--- src/rtl/hs_tx_buffered.sv ---
// hs_tx_buffered
//
// Buffered bundled-data handshake transmitter. Words written from the local
// domain land in a DEPTH-entry circular FIFO. An FSM moves them across a
// req/ack link one at a time, using either 4-phase (return-to-zero) or
// 2-phase (transition) signalling. The asynchronous ack input passes through
// a SYNC_STAGES-deep synchroniser before the FSM uses it.
//
// Handshake contract (link side): data is loaded one edge before req changes
// and stays stable until the next load. A word counts as accepted when the
// synchronised ack matches req: a rising ack in 4-phase mode, or an ack
// toggle in 2-phase mode. snt pulses for that single cycle.
//
// Ports
//   clk      in   single clock, all state on the rising edge
//   reset    in   synchronous, active-low reset
//   vi       in   write strobe; sdata is pushed when high and the FIFO is not full
//   sdata    in   word to send
//   full     out  FIFO holds DEPTH entries
//   empty    out  FIFO holds no entries
//   count    out  FIFO occupancy
//   ovf      out  sticky: a write was attempted while full
//   req      out  link request (registered)
//   data     out  link data (registered, bundled with req)
//   ack      in   asynchronous acknowledge from the receiver
//   snt      out  one-cycle pulse: current word accepted by the receiver
//   state_o  out  FSM state for observation (0 IDLE, 1 SETUP, 2 WAIT_HI/WAIT, 3 WAIT_LO)
module hs_tx_buffered #(
    parameter int DATA_W      = 8,
    parameter int DEPTH       = 4,
    parameter int SYNC_STAGES = 2,
    parameter bit PHASE4      = 1'b1
) (
    input  logic                     clk,
    input  logic                     reset,
    input  logic                     vi,
    input  logic [DATA_W-1:0]        sdata,
    output logic                     full,
    output logic                     empty,
    output logic [$clog2(DEPTH):0]   count,
    output logic                     ovf,
    output logic                     req,
    output logic [DATA_W-1:0]        data,
    input  logic                     ack,
    output logic                     snt,
    output logic [1:0]               state_o
);

    localparam int AW = $clog2(DEPTH);

    // In 2-phase mode WAIT_HI serves as the single WAIT state and WAIT_LO
    // is never entered.
    typedef enum logic [1:0] {
        IDLE    = 2'd0,
        SETUP   = 2'd1,
        WAIT_HI = 2'd2,
        WAIT_LO = 2'd3
    } state_t;

    state_t                 state_q, state_d;
    logic [DATA_W-1:0]      mem_q [DEPTH];
    logic [AW-1:0]          wr_ptr_q, rd_ptr_q;
    logic [AW:0]            count_q, count_d;
    logic                   ovf_q;
    logic                   req_q, req_d;
    logic [DATA_W-1:0]      data_q;
    logic [SYNC_STAGES-1:0] sync_q;
    logic                   ack_dly_q;

    logic ack_s, ack_rise, ack_tgl;
    logic wr_en, load;

    assign full  = (count_q == (AW+1)'(DEPTH));
    assign empty = (count_q == '0);
    assign count = count_q;
    assign ovf   = ovf_q;
    assign req   = req_q;
    assign data  = data_q;
    assign state_o = state_q;

    // Writes are blocked by full even when a pop happens in the same cycle.
    assign wr_en = vi & ~full;

    assign ack_s    = sync_q[SYNC_STAGES-1];
    assign ack_rise = ack_s & ~ack_dly_q;
    assign ack_tgl  = ack_s ^ ack_dly_q;

    assign count_d = count_q + {{AW{1'b0}}, wr_en} - {{AW{1'b0}}, load};

    // Next-state, request level, load and snt.
    always_comb begin
        state_d = state_q;
        req_d   = req_q;
        load    = 1'b0;
        snt     = 1'b0;
        case (state_q)
            IDLE: begin
                if (!empty) begin
                    load    = 1'b1;
                    state_d = SETUP;
                end
            end
            SETUP: begin
                req_d   = PHASE4 ? 1'b1 : ~req_q;
                state_d = WAIT_HI;
            end
            WAIT_HI: begin
                if (PHASE4) begin
                    if (ack_rise) begin
                        req_d   = 1'b0;
                        snt     = 1'b1;
                        state_d = WAIT_LO;
                    end
                end else if (ack_tgl) begin
                    // In WAIT the only legal ack change brings ack_s level
                    // with req, so a toggle marks completion.
                    snt = 1'b1;
                    if (!empty) begin
                        load    = 1'b1;
                        state_d = SETUP;
                    end else begin
                        state_d = IDLE;
                    end
                end
            end
            WAIT_LO: begin
                if (!ack_s) begin
                    if (!empty) begin
                        load    = 1'b1;
                        state_d = SETUP;
                    end else begin
                        state_d = IDLE;
                    end
                end
            end
            default: state_d = IDLE;
        endcase
    end

    // FIFO storage is not reset; the pointers and count define validity.
    always_ff @(posedge clk) begin
        if (wr_en) begin
            mem_q[wr_ptr_q] <= sdata;
        end
    end

    always_ff @(posedge clk) begin
        if (!reset) begin
            state_q   <= IDLE;
            wr_ptr_q  <= '0;
            rd_ptr_q  <= '0;
            count_q   <= '0;
            ovf_q     <= 1'b0;
            req_q     <= 1'b0;
            data_q    <= '0;
            sync_q    <= '0;
            ack_dly_q <= 1'b0;
        end else begin
            state_q   <= state_d;
            req_q     <= req_d;
            count_q   <= count_d;
            sync_q    <= {sync_q[SYNC_STAGES-2:0], ack};
            ack_dly_q <= ack_s;
            if (wr_en) begin
                wr_ptr_q <= wr_ptr_q + AW'(1);
            end
            if (load) begin
                data_q   <= mem_q[rd_ptr_q];
                rd_ptr_q <= rd_ptr_q + AW'(1);
            end
            if (vi && full) begin
                ovf_q <= 1'b1;
            end
        end
    end

endmodule

--- config.mk ---
export PLATFORM = sky130hd
export DESIGN_NAME = hs_tx_buffered
export DESIGN_NICKNAME = d
export VERILOG_FILES = /design/src/rtl/hs_tx_buffered.sv
export SDC_FILE = /design/constraint.sdc
export NUM_CORES = 1
export LEC_CHECK = 0
export ABC_AREA = 0
export ABC_CLOCK_PERIOD_IN_PS = 7400
export BUFFER_PORTS_ARGS = -buffer_cell sky130_fd_sc_hd__buf_2
export CORE_UTILIZATION = 40
export CTS_BUF_LIST = sky130_fd_sc_hd__clkbuf_4 sky130_fd_sc_hd__clkbuf_8 sky130_fd_sc_hd__clkbuf_16
export DETAILED_ROUTE_END_ITERATION = 8
export GPL_TIMING_DRIVEN = 0
export PLACE_DENSITY = 0.56
export SYNTH_ARGS = -nofsm -noshare
export SYNTH_HDL_FRONTEND = slang
export SYNTH_SLANG_ARGS = --single-unit
--- constraint.sdc ---
create_clock -name clk -period 7.4 [get_ports clk]
set_clock_uncertainty 0.15 [all_clocks]
set_input_delay 1.48 -clock clk [delete_from_list [all_inputs] [get_ports clk]]
set_output_delay 1.48 -clock clk [all_outputs]
set_load 0.02 [all_outputs]
Word level (Yosys, flattened, before mapping)
Memory sizes are Yosys's and may differ from the RTL's. A register that Yosys moved wholly into a read port is not among the register bits. Cells that the tools add are included.

$add $sub $neg: 4. Equal/unequal tests: 7. Mux-type cells: 14. Bitwise gates (word level): 4. Reductions and logical operators: 7.

Operators with widths (number): 2-to-1 mux 1 bit (8); case mux 2 bit (4 select lines) (1); 2-to-1 mux 2 bit (3); inequality test 2 bit (second input constant) (3); adder 2 x 1 -> 2 bit (second input constant) (2); == test 2 bit (second input constant) (2); case mux 1 bit (2 select lines) (2); adder 3 x 1 -> 3 bit (1); == test 3 bit (second input constant) (1); logical NOT 3 bit (1); AND reduction 3 bit (1); subtractor 3 x 1 -> 3 bit (1); AND 1 bit (2); == test 2 x 1 -> 1 bit (second input constant) (1); logical NOT 2 bit (1); inverter 1 bit (2); AND reduction 2 bit (1); nonzero test 2 bit (1); logical AND 1 bit (1); logical NOT 1 bit (1).

Register bits: 14. Bits in writable memories: 32. Input bits: 12. Output and inout bits: 18. Memories: 1.

Memory list: mem_q (depth 4, width 8, rd ports 1, clocked after Yosys merged registers in 1, wr ports 1, line 61) `logic [DATA_W-1:0] mem_q [DEPTH];`.

Logic depth before layout (Yosys ltp)
Depth after elaboration: 5. Mapped depth: 13.

Least setup slack after synthesis
OpenSTA, ideal clock, no wires.

Path type: input -> register. Start point: in vi. End point: reg count_q[2] (netlist: count[2]). Library setup time: 115 ps. Arrival: 3042 ps. Required time: 7135 ps. Setup slack: 4093 ps. Cell stages on the path: 11. Path buffers: 1. Path through: nor2b_1 > buf_2 > inv_1 > ha_1 > inv_1 > ha_1 > inv_1 > fa_1 > xnor2_1 > xnor2_1 > and2_1.

Longest elaborated chain between the ends: 3.

RTL lines: from (decl) (line 36) `input logic vi,`; AND 1 bit (line 82) `assign wr_en = vi & ~full;`; adder 3 x 1 -> 3 bit (line 88) `assign count_d = count_q + {{AW{1'b0}}, wr_en} - {{AW{1'b0}}, load};`; subtractor 3 x 1 -> 3 bit (line 88); to (signal assigned) (line 161) `count_q <= count_d;`; to (decl) (line 63) `logic [AW:0] count_q, count_d;`.

Every way passes these cells. A chain may end at the register's enable or synchronous reset.

Worst setup path after layout
Same ends and word-level chain as after synthesis.

==> reports/qor.tcl <==
set qor(die-area_sq_um) 5930
set qor(core-area_sq_um) 5270
set qor(synth_to_final_area_change_pct) 14.3
set qor(synth_net_count) 173
set qor(critPathKind) {primary input to register}
set qor(postSynthCellCount) 149
set qor(final_net_count) 209
set qor(critical_path.slowest_cell) {fa_1}
set qor(layout_worst_path_cycle_share) 0.427
set qor(syn-mean-instance-area_sq_um) 15.1
set qor(post_synth_fa_ha_maj_area_fraction) 0.0701
set qor(layout-drive-gt1-share) 0.280
set qor(detail-route-antenna-nets) 0
set qor(final_cell_mix) {edfxtp_1, buf_2, dfxtp_1}
set qor(fp.dieH_microns) 77.0
set qor(timing.critical_path.arrival_ns) 3.21
set qor(place_congestion) 0.733
set qor(yosysTopAreaCell) {edfxtp_1}
set qor(number_of_antenna_violations_at_the_first_check_in_global_routing) 0
set qor(fmax_mhz) 317
set qor(clock_sink_count) 54
set qor(post-route-drc-count) 0
set qor(globalRoute.totalOverflow) 0
set qor(result_of_the_run) {completed}
set qor(timing.final.setup_violations) 0
set qor(grt_util_all_layers) 0.133
set qor(fp.dieW_microns) 77.0
set qor(post_detailed_routing_wire_length_mm) 3.70
set qor(worst_ir_drop_vdd_uv) 127
set qor(synth_compound_area_frac) 0.0306
set qor(place.port_buffers) 29
set qor(post_synth_and_or_nand_nor_area_fraction) 0.101
set qor(synth.area.mux_share) 0.129
set qor(critical_path.max_fanout) 7
set qor(core.rowCount) 26
set qor(ys_seq_elements) 54
set qor(drt_first_pass_iters) 4
set qor(tritoncts) {built}
set qor(drt-initial-drc-count) 52
set qor(cp-end-kind) {register}
set qor(io_pins) 30
set qor(hold_path.class) {register to register}
set qor(grt_first_pass_wirelength_mm) 5.82
set qor(synth-seq-area-share) 0.623
set qor(ctsRootBufferMaster) {clkbuf_8}
set qor(synthDominantCellAreaShare) 0.427
set qor(p_comb_frac) 0.382
set qor(cell_pwr_density_nw_per_um2) 355
set qor(path_cells) {buf_2 -> nor2b_1 -> buf_2 -> inv_1 -> ha_1 -> inv_1 -> ha_1 -> inv_1 -> fa_1 -> xnor2_1 -> xnor2_1 -> and2_1}
set qor(via_count_of_the_first_global_routing_pass) 1206
set qor(synth.top_cells.by_area) {edfxtp_1, dfxtp_1, mux4_2}
set qor(final.min_clock_period_ns) 3.16
set qor(grt_setup_unrepaired) {false}
set qor(finalHoldViolCount) 0
set qor(cellInternalPower_w) 0.000599
set qor(hpwl_mm) 2.58
set qor(cts_post_setup_buffers_inserted) 0
set qor(timing.critical_path.from_type) {primary input}
set qor(htree_levels) 2
set qor(reg2reg_slack_ns) 4.45
set qor(layout.core_utilization) 0.488
set qor(clockBufferDepth) 2
set qor(power.net_switching_w) 0.000315
set qor(route.vias.total) 1220
set qor(worst_pin_slew_ns) 0.610
set qor(relative_slew_margins) 0.593
set qor(slowest_delay_ns) 0.37
set qor(initial_utilization) 0.427
set qor(netSwitchingFraction) 0.345
set qor(required_worst_endpoint_ns) 7.46
set qor(power_frac_seq) 0.442
set qor(clockPowerShare) 0.176
set qor(path_common_cell) {inv_1}
set qor(synth.cell_area_sq_um) 2250
set qor(insertion_delay_ns) 0.31
set qor(total_leakage_power_nw) 0.985
set qor(combinational_family_with_the_most_area_after_synthesis) {multiplexers}
set qor(detail_route.wl_per_cell_microns) 14.4
set qor(cap_violations) 0
set qor(grt_start_max_net_pins) 18
set qor(cts_hold_buf) 0
set qor(yosysWarnings) 0
set qor(cts_made_buffers) 5
set qor(drv_slew) 0
set qor(clk_pin_slew_ns) 0.09
set qor(share_of_the_synthesized_netlist_area_taken_by_xor_and_xnor_gates) 0.0156
set qor(synthDistinctLibCells) 29
set qor(layout.cells.most_common) {edfxtp_1}
set qor(cts_resized) 0
set qor(finalSetupTns_ns) 0
set qor(n_antenna_cell) 0
set qor(via_to_cell_ratio) 4.77
[synth_stat cells]
cell type	number
a211oi_2	1
a21oi_1	1
a222oi_1	1
a22oi_1	1
a32oi_1	1
and2_1	12
buf_2	2
buf_6	1
clkbuf_1	3
dfxtp_1	22
edfxtp_1	32
fa_1	1
ha_1	11
inv_1	10
mux2i_1	11
mux4_2	8
nand2_1	2
nand2_2	1
nand2b_1	3
nand3_1	1
nor2_1	1
nor2b_1	14
nor3_2	1
nor3b_2	1
o21a_1	1
o221ai_1	1
o2bb2ai_1	1
xnor2_1	3
xor2_1	1
[logic make-up (layout without fill, tap and decap cells)]
logic type,Yosys count,in the layout
flip-flops,54,54
AND/OR/NAND/NOR,36,36
multiplexers,19,19
buffers and inverters,16,53
adder cells (fa/ha/maj),12,12
AO/OA/AOI/OAI,8,8
XOR/XNOR,4,4
[path summary, 6_finish.rpt]
| path | from | depth (start not counted) | end |
|---|---|---|---|
| setup / recovery | vi | 12 | count[2] |
| hold / removal | sync_q[0] | 1 | sync_q[1] |
| hold reg to reg | sync_q[0] | 1 | sync_q[1] |
| setup reg to reg | state_o[0] | 12 | count[2] |
[power groups by stage]
stage                     Combinational (W)  Clock [W]  Sequential, W
final                              0.000349   0.000161       0.000404
after global routing               0.000382   0.000180       0.000412
after CTS                          0.000356   0.000168       0.000406
after detailed placement           0.000355          0       0.000413
after global placement             0.000344          0       0.000409
after floorplan                    0.000232          0       0.000443
[stage by stage]
stage | std cells | instance area (sq um) | hold slack (ns) | worst slack (ns) | total power [W]
after floorplan | 149 | 2250 | 0.262 | 4.09 | 0.000674
after global placement | 248 | 2480 | 0.269 | 3.95 | 0.000753
after detailed placement | 248 | 2480 | 0.278 | 3.89 | 0.000768
after CTS | 256 | 2570 | 0.311 | 4.22 | 0.000929
after global routing | 256 | 2570 | 0.327 | 4.12 | 0.000974
final | 256 | 2570 | 0.303 | 4.24 | 0.000914
[cell type report]
class	count	area, sq um
buffer	6	32.5
timing repair buffer	29	145
clock buffer	5	68.8
multi-input combinational	79	778
tap	70	87.6
sequential	54	1400
fill	499	2700
inverter	10	37.5
clock inverter	3	21.3
[state kept, by name, summed over array words and instances (netlist names)]
| name | cells |
|---|---|
| mem_q | 32 |
| data | 8 |
| count | 3 |
| rd_ptr_q | 2 |
| state_o | 2 |
| sync_q | 2 |
| wr_ptr_q | 2 |
| ack_dly_q | 1 |
| ovf | 1 |
| req | 1 |
[routing by layer]
| layer | GRT usage | part of all wire | vias to the layer above |
|---|---|---|---|
| met2 | 0.227 | 0.51 | 24 |
| met1 | 0.158 | 0.44 | 594 |
| met4 | 0.0453 | 0.0057 | 0 |
| met5 | 0 | 0 | - |
| met3 | 0.0429 | 0.042 | 2 |
| li1 | - | - | 600 |
[worst max-delay path, delay by kind of cell]
| family | cells | cell delay (ns) |
|---|---|---|
| adders and majority gates | 3 | 0.78 |
| buffers and inverters | 5 | 0.42 |
| and+or+nand+nor | 2 | 0.27 |
| xor gates and xnor gates | 2 | 0.27 |
Note: power is estimated with default switching activity, not from simulation.
